===== config.mk =====
export PLATFORM = sky130hd
export DESIGN_NAME = snn_input_loader
export DESIGN_NICKNAME = d
export VERILOG_FILES = /design/src/rtl/snn_input_loader.sv
export SDC_FILE = /design/constraint.sdc
export NUM_CORES = 1
export LEC_CHECK = 0
export CELL_PAD_IN_SITES_DETAIL_PLACEMENT = 0
export CELL_PAD_IN_SITES_GLOBAL_PLACEMENT = 1
export CORE_UTILIZATION = 55
export DETAILED_ROUTE_END_ITERATION = 10
export PLACE_DENSITY = 0.76
export SYNTH_ARGS = -nofsm -noshare
export SYNTH_HDL_FRONTEND = slang
export SYNTH_SLANG_ARGS = --single-unit

===== constraint.sdc =====
create_clock -name clk -period 5 [get_ports clk]
set_input_delay 1 -clock clk [delete_from_list [all_inputs] [get_ports clk]]
set_output_delay 1 -clock clk [all_outputs]
set_load 0.02 [all_outputs]

===== src/rtl/snn_input_loader.sv =====
// rtl/snn_input_loader.sv - byte-serial image loader and pixel server for the SNN core
// Buffers one binary image, starts the core, serves its pixel reads and returns its digit.
module snn_input_loader #(
  parameter int NUM_BYTES = 98,
  parameter int ADDR_W    = 10
) (
  input  logic              clk,
  input  logic              rst_n,
  input  logic [7:0]        rx_data,
  input  logic              rx_rdy,
  input  logic              flush,
  output logic              start,
  input  logic [ADDR_W-1:0] addr_input_unit,
  output logic              q_input,
  input  logic              done,
  input  logic [3:0]        digit,
  output logic [3:0]        result,
  output logic              result_vld,
  output logic              busy,
  output logic              overrun,
  output logic [6:0]        byte_cnt
);

  localparam logic [1:0] ST_LOAD  = 2'd0;
  localparam logic [1:0] ST_START = 2'd1;
  localparam logic [1:0] ST_BUSY  = 2'd2;

  localparam logic [6:0]        LAST_BYTE = 7'(NUM_BYTES - 1);
  localparam logic [ADDR_W:0]   NUM_PIX   = (ADDR_W + 1)'(NUM_BYTES * 8);

  logic [1:0] state_q, state_d;
  logic [6:0] cnt_q, cnt_d;
  logic       overrun_q, overrun_d;
  logic [3:0] result_q, result_d;
  logic       vld_q, vld_d;
  logic       q_input_q, q_input_d;
  logic       wr_en;

  logic [7:0] mem_q [NUM_BYTES];

  always_comb begin
    state_d   = state_q;
    cnt_d     = cnt_q;
    overrun_d = overrun_q;
    result_d  = result_q;
    vld_d     = 1'b0;
    wr_en     = 1'b0;
    case (state_q)
      ST_LOAD: begin
        // flush beats a same-cycle byte: nothing is written
        if (flush) begin
          cnt_d = '0;
        end else if (rx_rdy) begin
          wr_en = 1'b1;
          if (cnt_q == '0) overrun_d = 1'b0;
          if (cnt_q == LAST_BYTE) begin
            cnt_d   = '0;
            state_d = ST_START;
          end else begin
            cnt_d = cnt_q + 7'd1;
          end
        end
      end
      ST_START: begin
        if (rx_rdy) overrun_d = 1'b1;
        state_d = ST_BUSY;
      end
      ST_BUSY: begin
        if (rx_rdy) overrun_d = 1'b1;
        if (done) begin
          result_d = digit;
          vld_d    = 1'b1;
          state_d  = ST_LOAD;
        end
      end
      default: state_d = ST_LOAD;
    endcase
  end

  logic [ADDR_W-4:0] rd_idx;
  assign rd_idx    = addr_input_unit[ADDR_W-1:3];
  assign q_input_d = ({1'b0, addr_input_unit} < NUM_PIX) ? mem_q[rd_idx][addr_input_unit[2:0]] : 1'b0;

  always_ff @(posedge clk or negedge rst_n) begin
    if (!rst_n) begin
      state_q   <= ST_LOAD;
      cnt_q     <= '0;
      overrun_q <= 1'b0;
      result_q  <= '0;
      vld_q     <= 1'b0;
      q_input_q <= 1'b0;
    end else begin
      state_q   <= state_d;
      cnt_q     <= cnt_d;
      overrun_q <= overrun_d;
      result_q  <= result_d;
      vld_q     <= vld_d;
      q_input_q <= q_input_d;
    end
  end

  // Image storage is deliberately not reset
  always_ff @(posedge clk) begin
    if (wr_en) mem_q[cnt_q] <= rx_data;
  end

  assign start      = (state_q == ST_START);
  assign busy       = (state_q != ST_LOAD);
  assign overrun    = overrun_q;
  assign byte_cnt   = cnt_q;
  assign result     = result_q;
  assign result_vld = vld_q;
  assign q_input    = q_input_q;

endmodule

### Word level (Yosys, flattened, before mapping)

Memory sizes are Yosys's and may differ from the RTL's.
Index checks and enable logic that the tools add are counted.

| cells by class | value |
|---|---|
| mux-type cells | 23 |
| eq/ne operators | 9 |
| $add $sub $neg | 1 |
| reduce and logical (&&, ||, !) cells | 10 |
| magnitude comparators | 2 |

Operators by type and width:

| operator | number |
|---|---|
| 2-to-1 mux 7 bit | 3 |
| 2-to-1 mux 1 bit | 13 |
| less-than comparator 10 bit (second input constant) | 1 |
| inequality test 2 bit (second input constant) | 5 |
| 2-to-1 mux 2 bit | 4 |
| adder 7 x 1 -> 7 bit (second input constant) | 1 |
| == test 7 bit (second input constant) | 1 |
| zero test 7 bit | 1 |
| one-hot mux 2 bit (3 select lines) | 1 |
| nonzero test 2 bit | 3 |
| AND reduction 5 bit | 1 |
| less-than comparator 3 x 4 -> 1 bit (second input constant) | 1 |
| AND reduction 2 bit | 2 |
| AND reduction 4 bit | 1 |
| binary-select mux 1 bit (select 3 bit) | 1 |
| == test 2 x 1 -> 1 bit (second input constant) | 1 |
| == test 2 bit (second input constant) | 1 |
| zero test 2 bit | 1 |
| inequality test 2 x 1 -> 1 bit (second input constant) | 1 |
| one-hot mux 1 bit (2 select lines) | 1 |
| OR reduction 2 bit | 1 |

| word-level totals | value |
|---|---|
| memories kept | 1 |
| bits in registers | 16 |
| bits of input ports | 27 |
| word-level logic and storage cells | 52 |
| RAM bits | 784 |

Memories:

| name | depth | width | read ports | clocked after memory_dff | write ports | line | source |
|---|---|---|---|---|---|---|---|
| mem_q | 98 | 8 | 1 | 0 | 1 | 39 | `logic [7:0] mem_q [NUM_BYTES];` |

### Longest topological paths before layout

| logic depth | value |
|---|---|
| depth after elaboration | 5 |
| mapped depth | 13 |
| gate-level depth less buffers | 8 |

### Least setup slack after synthesis

No wires, ideal clock.

| timing path | value |
|---|---|
| path kind | input to register |
| from | in addr_input_unit[3] |
| to | reg q_input_q (netlist: q_input) |
| setup time | 0.130 ns |
| data arrival time | 2.927 ns |
| path slack | 1.943 ns |
| buffers on the path | 2 |
| stages | 10 |
| cell sequence | buf_4 buf_4 mux4_2 mux4_2 nand2_1 nand2_1 o311ai_1 nand2_1 nor3_1 o22ai_1 |

| on the way | value |
|---|---|
| word-level cells in the longest chain between the ends | 4 |
| elaborated cells on any way between the ends | 5 |

RTL lines:

| item | line | source |
|---|---|---|
| start, declared | 13 | `input logic [ADDR_W-1:0] addr_input_unit,` |
| memory (98 x 8 bit) | n/a |  |
| binary-select mux 1 bit (select 3 bit) | 82 | `assign q_input_d = ({1'b0, addr_input_unit} < NUM_PIX) ? mem_q[rd_idx][addr_input_unit[2:0]] : 1'b0;` |
| 2-to-1 mux 1 bit (not written as such) | 82 |  |
| 2-to-1 mux 1 bit * | 82 |  |
| via q_input_d | 36 | `logic q_input_q, q_input_d;` |
| end signal, assigned | 98 | `q_input_q <= q_input_d;` |
| end, declared | 36 |  |

Mark *: on every way through the listed nets, which the timed path passes. The rest lies on a longest branch. The select of a mux whose other input is x is not followed.
A chain may end at the register's enable or synchronous reset.

### Worst setup path after layout

| timing path | value |
|---|---|
| from | in addr_input_unit[4] |
| to | reg q_input_q (netlist: q_input) |

The elaborated chain is that of the path after synthesis.

==> metrics.md <==
| Metric | Value |
|---|---|
| Status | completed |
| CP max-delay cell | a2111oi_0 |
| Library cells used by synthesis | 58 |
| Total Die Area | 58400 um^2 |
| Final worst slack | 1.30 ns |
| Worst r2r src | state_q[0]$_DFFE_PN0P_ |
| Ports | 43 |
| Cts bufs inserted | 80 |
| Mux contribution to synthesized area | 14.8% |
| Non-filler instance count after layout | 2532 |
| Clock latency on the worst-skew pair | 0.63 ns |
| Post-synthesis sequential area ratio | 75.7% |
| Critical Path Source Type | primary input |
| Num rows | 87 |
| DP Wirelength | 45100 um |
| Synth Area in Compound Gates | 4.01% |
| Final core occ | 62.8% |
| Crit path max-delay family | compound AO/OA/AOI/OAI gates |
| Vias in the first global route | 16400 |
| FMAX | 270 MHz |
| Number of synthesized flops with an enable pin | 784 |
| First-pass GRT wire length | 112000 um |
| Worst EP arrival | 4.25 ns |
| CTS tree | yes |
| Hold Path Class | reg -> reg |
| Area leader, netlist | edfxtp_1 |
| Pre-antenna DRT Iters | 5 |
| Post-Synth XOR/XNOR Area | 0% |
| RSZ-0062 raised after global routing | no |
| CP cell instances | buf_6 > or2_2 > buf_4 > o221ai_1 > nor2_1 > a2111oi_0 > a21oi_1 > nor3_1 > nor3_1 > o22ai_1 |
| Global route total overflow | 0 |
| WHS Path Cells | 1 |
| Layout fillers | 3972 |
| Synth top area share | 74.5% |
| Max_slew headroom | 22.6% |
| Crit end category | flop |
| CP max FO | 27 |
| Synthesized area | 31600 um^2 |
| Via count | 16200 |
| Largest net degree at the start of global routing | 99 |
| Pwr dens | 385 nW/um^2 |
| Core area | 56600 um^2 |
| Most used cell, CP | nor3_1 |
| Die span in x | 242 um |
| Final wirelength | 75900 um |
| Critical path class | in -> reg |
| Critical Path RT | 5.54 ns |
| Adder-Cell Fraction of Synth Area | 0.237% |
| Hold endpoint | result[3]$_DFFE_PN0P_ |
| Largest family of logic cells by synthesized area | multiplexers |
| Htree depth | 3 |
| Final Hold Viols | 0 |
| Reg2Reg Depth | 8 |
| Synth Warn # | 0 |
| CP peak stage delay | 0.97 ns |
| Final GP Congestion | 0.840 |
| Clock Sinks | 800 |
| CTS clk-pin slew, worst paths | 0.06 ns |
| Mean post-synth cell area | 19.7 um^2 |
| DRT iter0 DRCs | 1827 |
| Clock skew | 0.0350 ns |
| Synth async-reset ratio | 2.00% |
| Peak VDD IR | 0.374 mV |
| P_leak | 11.4 nW |
| Pre-CTS setup slack | 0.786 ns |
| # hold bufs at CTS | 0 |
| Buffers inserted by post-CTS timing repair | 0 |
| Antenna viol nets, final | 0 |
| Starting density of the core | 55.9% |
| Min cycle time layout | 3.70 ns |
| Dpl cells | 2393 |
| Clock root cell | clkbuf_16 |
| DR DRC count | 0 |
| Die H | 242 um |
| Initial antenna violation count | 1 |
| Port bufs | 42 |
| Synth Area in Simple Gates | 3.23% |
| Wire per inst | 30.0 um |
| Setup TNS | 0 ns |
| FF-to-FF setup slack | 1.70 ns |
| Global-route usage over all layers | 26.6% |
| Final period util | 74.1% |
| Slew at the pin closest to its max-slew limit | 1.16 ns |
| Total nets after synthesis | 1634 |
| Mapped Cells | 1601 |
| Clock Path Buffers | 3 |
| Final Setup Violations | 0 |
| Ranking of synthesized cells by area | edfxtp_1, mux4_2, mux2i_1 |
| P&R area growth vs syn | 12.4% |
| Ratio of cells with drive above 1 in the final layout | 20.5% |
| Max-slew violation count | 0 |
| Antenna diode count | 0 |
| Max_cap viols | 0 |
| Fin nets | 1752 |
| Synth Flop Type | edfxtp_1 |
| # resized after CTS | 0 |
| Worst path bufs/invs | 2 |
| Worst Hold Launch | result[3]$_DFFE_PN0P_ |
| RR Endpoint | mem_q[66][2]$_DFFE_PP_ |
| Yosys reg bits | 800 |
| Vias per Instance | 6.41 |
[worst max-delay path by stage]
stage | endpoint | from | cells past startpoint | slack [ns]
detailed placement | q_input$_DFF_PN0_ | addr_input_unit[7] | 10 | 0.79
finish | q_input$_DFF_PN0_ | addr_input_unit[4] | 10 | 1.30
global route | q_input$_DFF_PN0_ | addr_input_unit[3] | 11 | 1.10
CTS | q_input$_DFF_PN0_ | addr_input_unit[7] | 10 | 1.42
global placement | q_input$_DFF_PN0_ | addr_input_unit[7] | 10 | 0.76
floorplan | q_input$_DFF_PN0_ | addr_input_unit[3] | 10 | 1.94
[cells by family (layout without fill, tap and decap cells)]
| group | Yosys count | in the layout |
|---|---|---|
| fa+ha+maj | 6 | 6 |
| flops | 800 | 800 |
| mux | 281 | 281 |
| simple gates | 233 | 233 |
| buf+inv | 105 | 280 |
| compound gates | 176 | 176 |
[sequential cells by signal, indices dropped and copies added, names as in the netlist]
register	flops
byte_cnt	7
mem_q	784
overrun	1
q_input	1
result	4
result_vld	1
state_q	2
[cell usage in the layout, fill, tap and decap left out, types with 16 or more instances in the layout]
cell type / instances
a21oi_1: 29
buf_4: 85
clkbuf_16: 84
clkdlybuf4s50_1: 30
clkinv_1: 20
dfrtp_1: 16
edfxtp_1: 784
mux2i_1: 124
mux4_2: 149
nand2_1: 43
nor2_1: 121
o21ai_0: 18
o221ai_1: 51
o22ai_1: 23
[Yosys cell counts, types with 2 or more instances]
cell,instances
edfxtp_1,784
mux4_2,149
mux2i_1,124
nor2_1,121
o221ai_1,51
clkbuf_1,43
nand2_1,43
a21oi_1,29
o22ai_1,23
o21ai_0,18
buf_6,17
dfrtp_1,16
nor3_1,15
buf_2,14
nand3_1,14
inv_1,12
a211oi_1,11
buf_4,9
mux2_2,8
nor4_1,8
nand2b_1,7
a31oi_1,6
ha_1,6
nor2b_1,6
o211ai_1,5
a2111oi_0,4
and2_1,4
buf_8,4
o2111ai_1,4
nand3b_1,3
o21a_1,3
o311ai_1,3
o31ai_1,3
o41ai_1,3
a311oi_1,2
a41oi_1,2
and3_1,2
buf_1,2
clkinv_1,2
nand4_1,2
or3_1,2
[routing by layer]
metal	GRT usage [%]	vias to the layer above	routed length [um]	part of all wire, %
li1	-	6862	-	-
met1	37.7	8421	30100	40
met2	41.2	804	36100	48
met3	5.46	134	7310	9.6
met4	9.64	2	2390	3.1
met5	0.408	-	14	0.018
[power by group]
| group | internal, mW | switching, mW |
|---|---|---|
| Sequential | 7.37 | 0.00708 |
| Clock | 3.16 | 2.46 |
| Combinational | 0.240 | 0.453 |
| Total | 10.8 | 2.92 |
[cell type report]
type | instances | area, um^2 | area share [%]
Sequential cell | 800 | 23900 | 67.4
Multi-Input combinational cell | 696 | 7050 | 19.9
Clock buffer | 99 | 2160 | 6.07
Timing Repair Buffer | 126 | 1110 | 3.14
Tap cell | 756 | 946 | 2.66
Clock inverter | 40 | 259 | 0.729
Inverter | 15 | 56.3 | 0.158
[metrics by stage]
step,total power [mW],hold slack [ns],instance area [um^2]
6_report,13.7,0.514,35500
2_1_floorplan,7.90,0.506,31600
3_5_place_dp,8.21,0.501,33100
3_3_place_gp,8.20,0.488,33100
5_1_grt,14.0,0.533,35500
4_1_cts,13.8,0.519,35500
Note: power is estimated with default switching activity, not from simulation.
==> RTL edit 1: new RTL, same settings <==
Change the parameter `NUM_BYTES` from 98 to 196.
--- a/src/rtl/snn_input_loader.sv
+++ b/src/rtl/snn_input_loader.sv
@@ -1,7 +1,7 @@
 // rtl/snn_input_loader.sv - byte-serial image loader and pixel server for the SNN core
 // Buffers one binary image, starts the core, serves its pixel reads and returns its digit.
 module snn_input_loader #(
-  parameter int NUM_BYTES = 98,
+  parameter int NUM_BYTES = 196,
   parameter int ADDR_W    = 10
 ) (
   input  logic              clk,
Function: same outputs for any inputs over 4 cycles, from zero or initial values and one cycle with rst_n low; that may be too few to reach the edited logic, so the function may still have changed.
==> RTL edit 1 against the unedited design <==
Worst setup slack better by 0.20 ns. Routed wire length up 27%. Non-clock buffer count up 16. Area after synthesis up 29%. Final area up 29%. Sequential cell count up 240. Total power up 33%. Critical path type unchanged. Critical endpoint unchanged. Largest power group unchanged. Highest routed layer is now met4.
==> RTL edit 1: results <==
metrics = {
    "sta": {
        "slew_headroom": 0.202,
        "finalCritPeriodShare": 0.701,
    },
    "final_layout": {
        "buffers": 142,
        "fill_cells": 4953,
        "seq_area_sq_um": 31100,
        "largest_reg_flops": 1024,
        "drive_gt1_frac": 0.222,
    },
    "drt": {
        "drtIter0Drc": 2678,
        "drt_wl_total_microns": 96700,
        "wl_met1_microns": 39700,
    },
    "outcome": {
        "status": "finished clean",
    },
    "logic_synthesis": {
        "yosysSeqAreaShare": 0.764,
        "synth_commonest_cells": "1024 x edfxtp_1, 218 x mux4_2, 162 x nor2_1",
        "synth_edf_count": 1024,
        "synthMuxAreaShare": 0.150,
    },
    "global_routing": {
        "use_met3": 0.0659,
        "grt_use_total": 0.263,
        "antenna_found_initial": 0,
        "use_met2": 0.393,
    },
    "worst_setup_path": {
        "crit_arrival_ns": 4.07,
        "worstPathMaxFanout": 14,
        "cpPeakStageDelay_ns": 0.87,
        "r2r-end": "mem_q[122][0]",
        "regToRegSetupSlack_ns": 2.01,
        "crit_family": "buffers and inverters",
    },
    "clock_tree": {
        "clkLatencyLatePin_ns": 0.66,
    },
    "placed_design": {
        "dp_hpwl_microns": 59900,
        "gp_congestion": 0.879,
    },
}
==> RTL edit 1: cell count changes after synthesis, moves of 9 or more <==
| cell | unedited run | this run |
|---|---|---|
| nor2b_1 | 6 | 15 |
| nor2_1 | 121 | 162 |
| a22oi_1 | 1 | 45 |
| mux4_2 | 149 | 218 |
| a21oi_1 | 29 | 38 |
| mux2i_1 | 124 | 106 |
| a221oi_1 | 0 | 12 |
| buf_2 | 14 | 30 |
| o221ai_1 | 51 | 27 |
| edfxtp_1 | 784 | 1024 |
==> RTL edit 1: metrics by stage <==
stage	instance area (sq um)	power, uW	util	hold slack (ns)
2_1_floorplan	40800	10500	-	0.491
3_3_place_gp	42600	11000	0.581	0.488
3_5_place_dp	42600	11000	0.581	0.488
4_1_cts	45700	18200	0.625	0.506
5_1_grt	45700	18600	0.625	0.527
6_report	45700	18100	0.625	0.504
==> RTL edit 1: where the power goes <==
| group | internal, uW | switching [uW] |
|---|---|---|
| clock network | 4110 | 3190 |
| registers | 9630 | 41.3 |
| logic | 443 | 733 |
==> RTL edit 2: new RTL, config.mk and constraints unchanged <==
Without the edit above. Reset style: synchronous (`rst_n`), changed in one clocked block.
--- a/src/rtl/snn_input_loader.sv
+++ b/src/rtl/snn_input_loader.sv
@@ -81,7 +81,7 @@
   assign rd_idx    = addr_input_unit[ADDR_W-1:3];
   assign q_input_d = ({1'b0, addr_input_unit} < NUM_PIX) ? mem_q[rd_idx][addr_input_unit[2:0]] : 1'b0;
 
-  always_ff @(posedge clk or negedge rst_n) begin
+  always_ff @(posedge clk) begin
     if (!rst_n) begin
       state_q   <= ST_LOAD;
       cnt_q     <= '0;
Function: differs if rst_n is asserted again (counterexample within 4 cycles, from zero or initial values and one cycle with rst_n low); with rst_n held inactive, the same outputs for 4 cycles.
==> RTL edit 2 against the unedited design <==
Final area is 1.1% higher. Sequential cell count stayed put. Area after synthesis is 0.30% lower. Synthesized cell count is 1.1% higher. Worst setup slack better by 0.24 ns. Routed wire length is 0.76% lower. Total power is 2.5% higher. Die area is 0.30% lower. Critical endpoint is now q_input.
==> RTL edit 2: results <==
metrics = {
    "placed_design": {
        "gp_congestion": 0.897,
        "dp_hpwl_microns": 46400,
        "place_ws_ns": 0.983,
        "dpl.cell_count": 2439,
        "placed_cell_area_sq_um": 33300,
    },
    "logic_synthesis": {
        "synthArstFlopShare": 0,
        "yosysSeqAreaShare": 0.757,
        "synth.area.top_cells": "edfxtp_1 75%, mux4_2 11%, mux2i_1 3.7%",
        "syn_avg_cell_area_sq_um": 19.5,
        "synth_commonest_cells": "784 x edfxtp_1, 150 x mux4_2, 125 x nor2_1",
    },
    "global_routing": {
        "grt_pass1_vias": 16492,
        "grt_pass1_wl_microns": 111000,
        "use_met1": 0.393,
        "grt_use_total": 0.270,
        "use_met2": 0.421,
        "antenna_found_initial": 2,
        "use_met3": 0.0458,
    },
    "drt": {
        "wl_met2_microns": 35700,
        "wl_per_cell_microns": 29.2,
        "drt_wl_total_microns": 75300,
        "vias": 16289,
        "drtIter0Drc": 1801,
        "drt_pass1_iterations": 6,
        "wl_met1_microns": 31300,
        "dr.max_layer_used": "met5",
    },
    "worst_setup_path": {
        "critical-path-slowest-cell": "clkdlybuf4s50_1",
        "reg2reg_depth": 7,
        "worstPathMaxFanout": 16,
        "crit_arrival_ns": 3.97,
        "cpPeakStageDelay_ns": 0.65,
    },
    "power": {
        "leakage_uw": 0.0117,
        "power_uw": 14000,
        "ir_worst_vdd_mv": 0.267,
        "pg_clk_uw": 6000,
        "swShare": 0.204,
        "p_comb_uw": 659,
    },
    "final_layout": {
        "nets": 1796,
        "drive_gt1_frac": 0.221,
    },
    "outcome": {
        "status": "finished clean",
    },
    "sta": {
        "skew_ns": 0.0216,
    },
    "hold_path": {
        "hold_path_depth": 2,
    },
    "clock_tree": {
        "cts-buffers-inserted": 78,
        "clkLatencyLatePin_ns": 0.61,
    },
}
RTL edit 2: changes by cell type after synthesis, sizes merged, moves of 5 or more:
cell    delta
dfrtp     -16
dfxtp     +16
nor2b     +12
nand2     +11
mux2i      -8
a211oi     -7
nand3      +7
o221ai     -6
o21ai      -5
RTL edit 2: kinds of logic after synthesis:
group	after synthesis	share of synthesized area
adders and majority gates	6	0.00238
AOI/OAI and AO/OA	168	0.0393
buffers and inverters	106	0.0172
muxes	272	0.146
DFF	800	0.757
and+or+nand+nor	267	0.0378
RTL edit 2: worst paths after layout:
check | from | endpoint | slack, ns
max | addr_input_unit[7] | q_input | 1.53
min | result[2] | result[2] | 0.48
max reg2reg | state_q[0] | mem_q[56][6] | 1.92
min reg2reg | result[2] | result[2] | 0.48
RTL edit 2: area by class of cell:
cell class,count,area [sq um]
Clock buffer,96,2160
Timing Repair Buffer,156,1330
Multi-Input combinational cell,713,7120
Inverter,14,52.6
Sequential cell,800,23900
Fill cell,3853,20600
Tap cell,756,946
Clock inverter,44,477
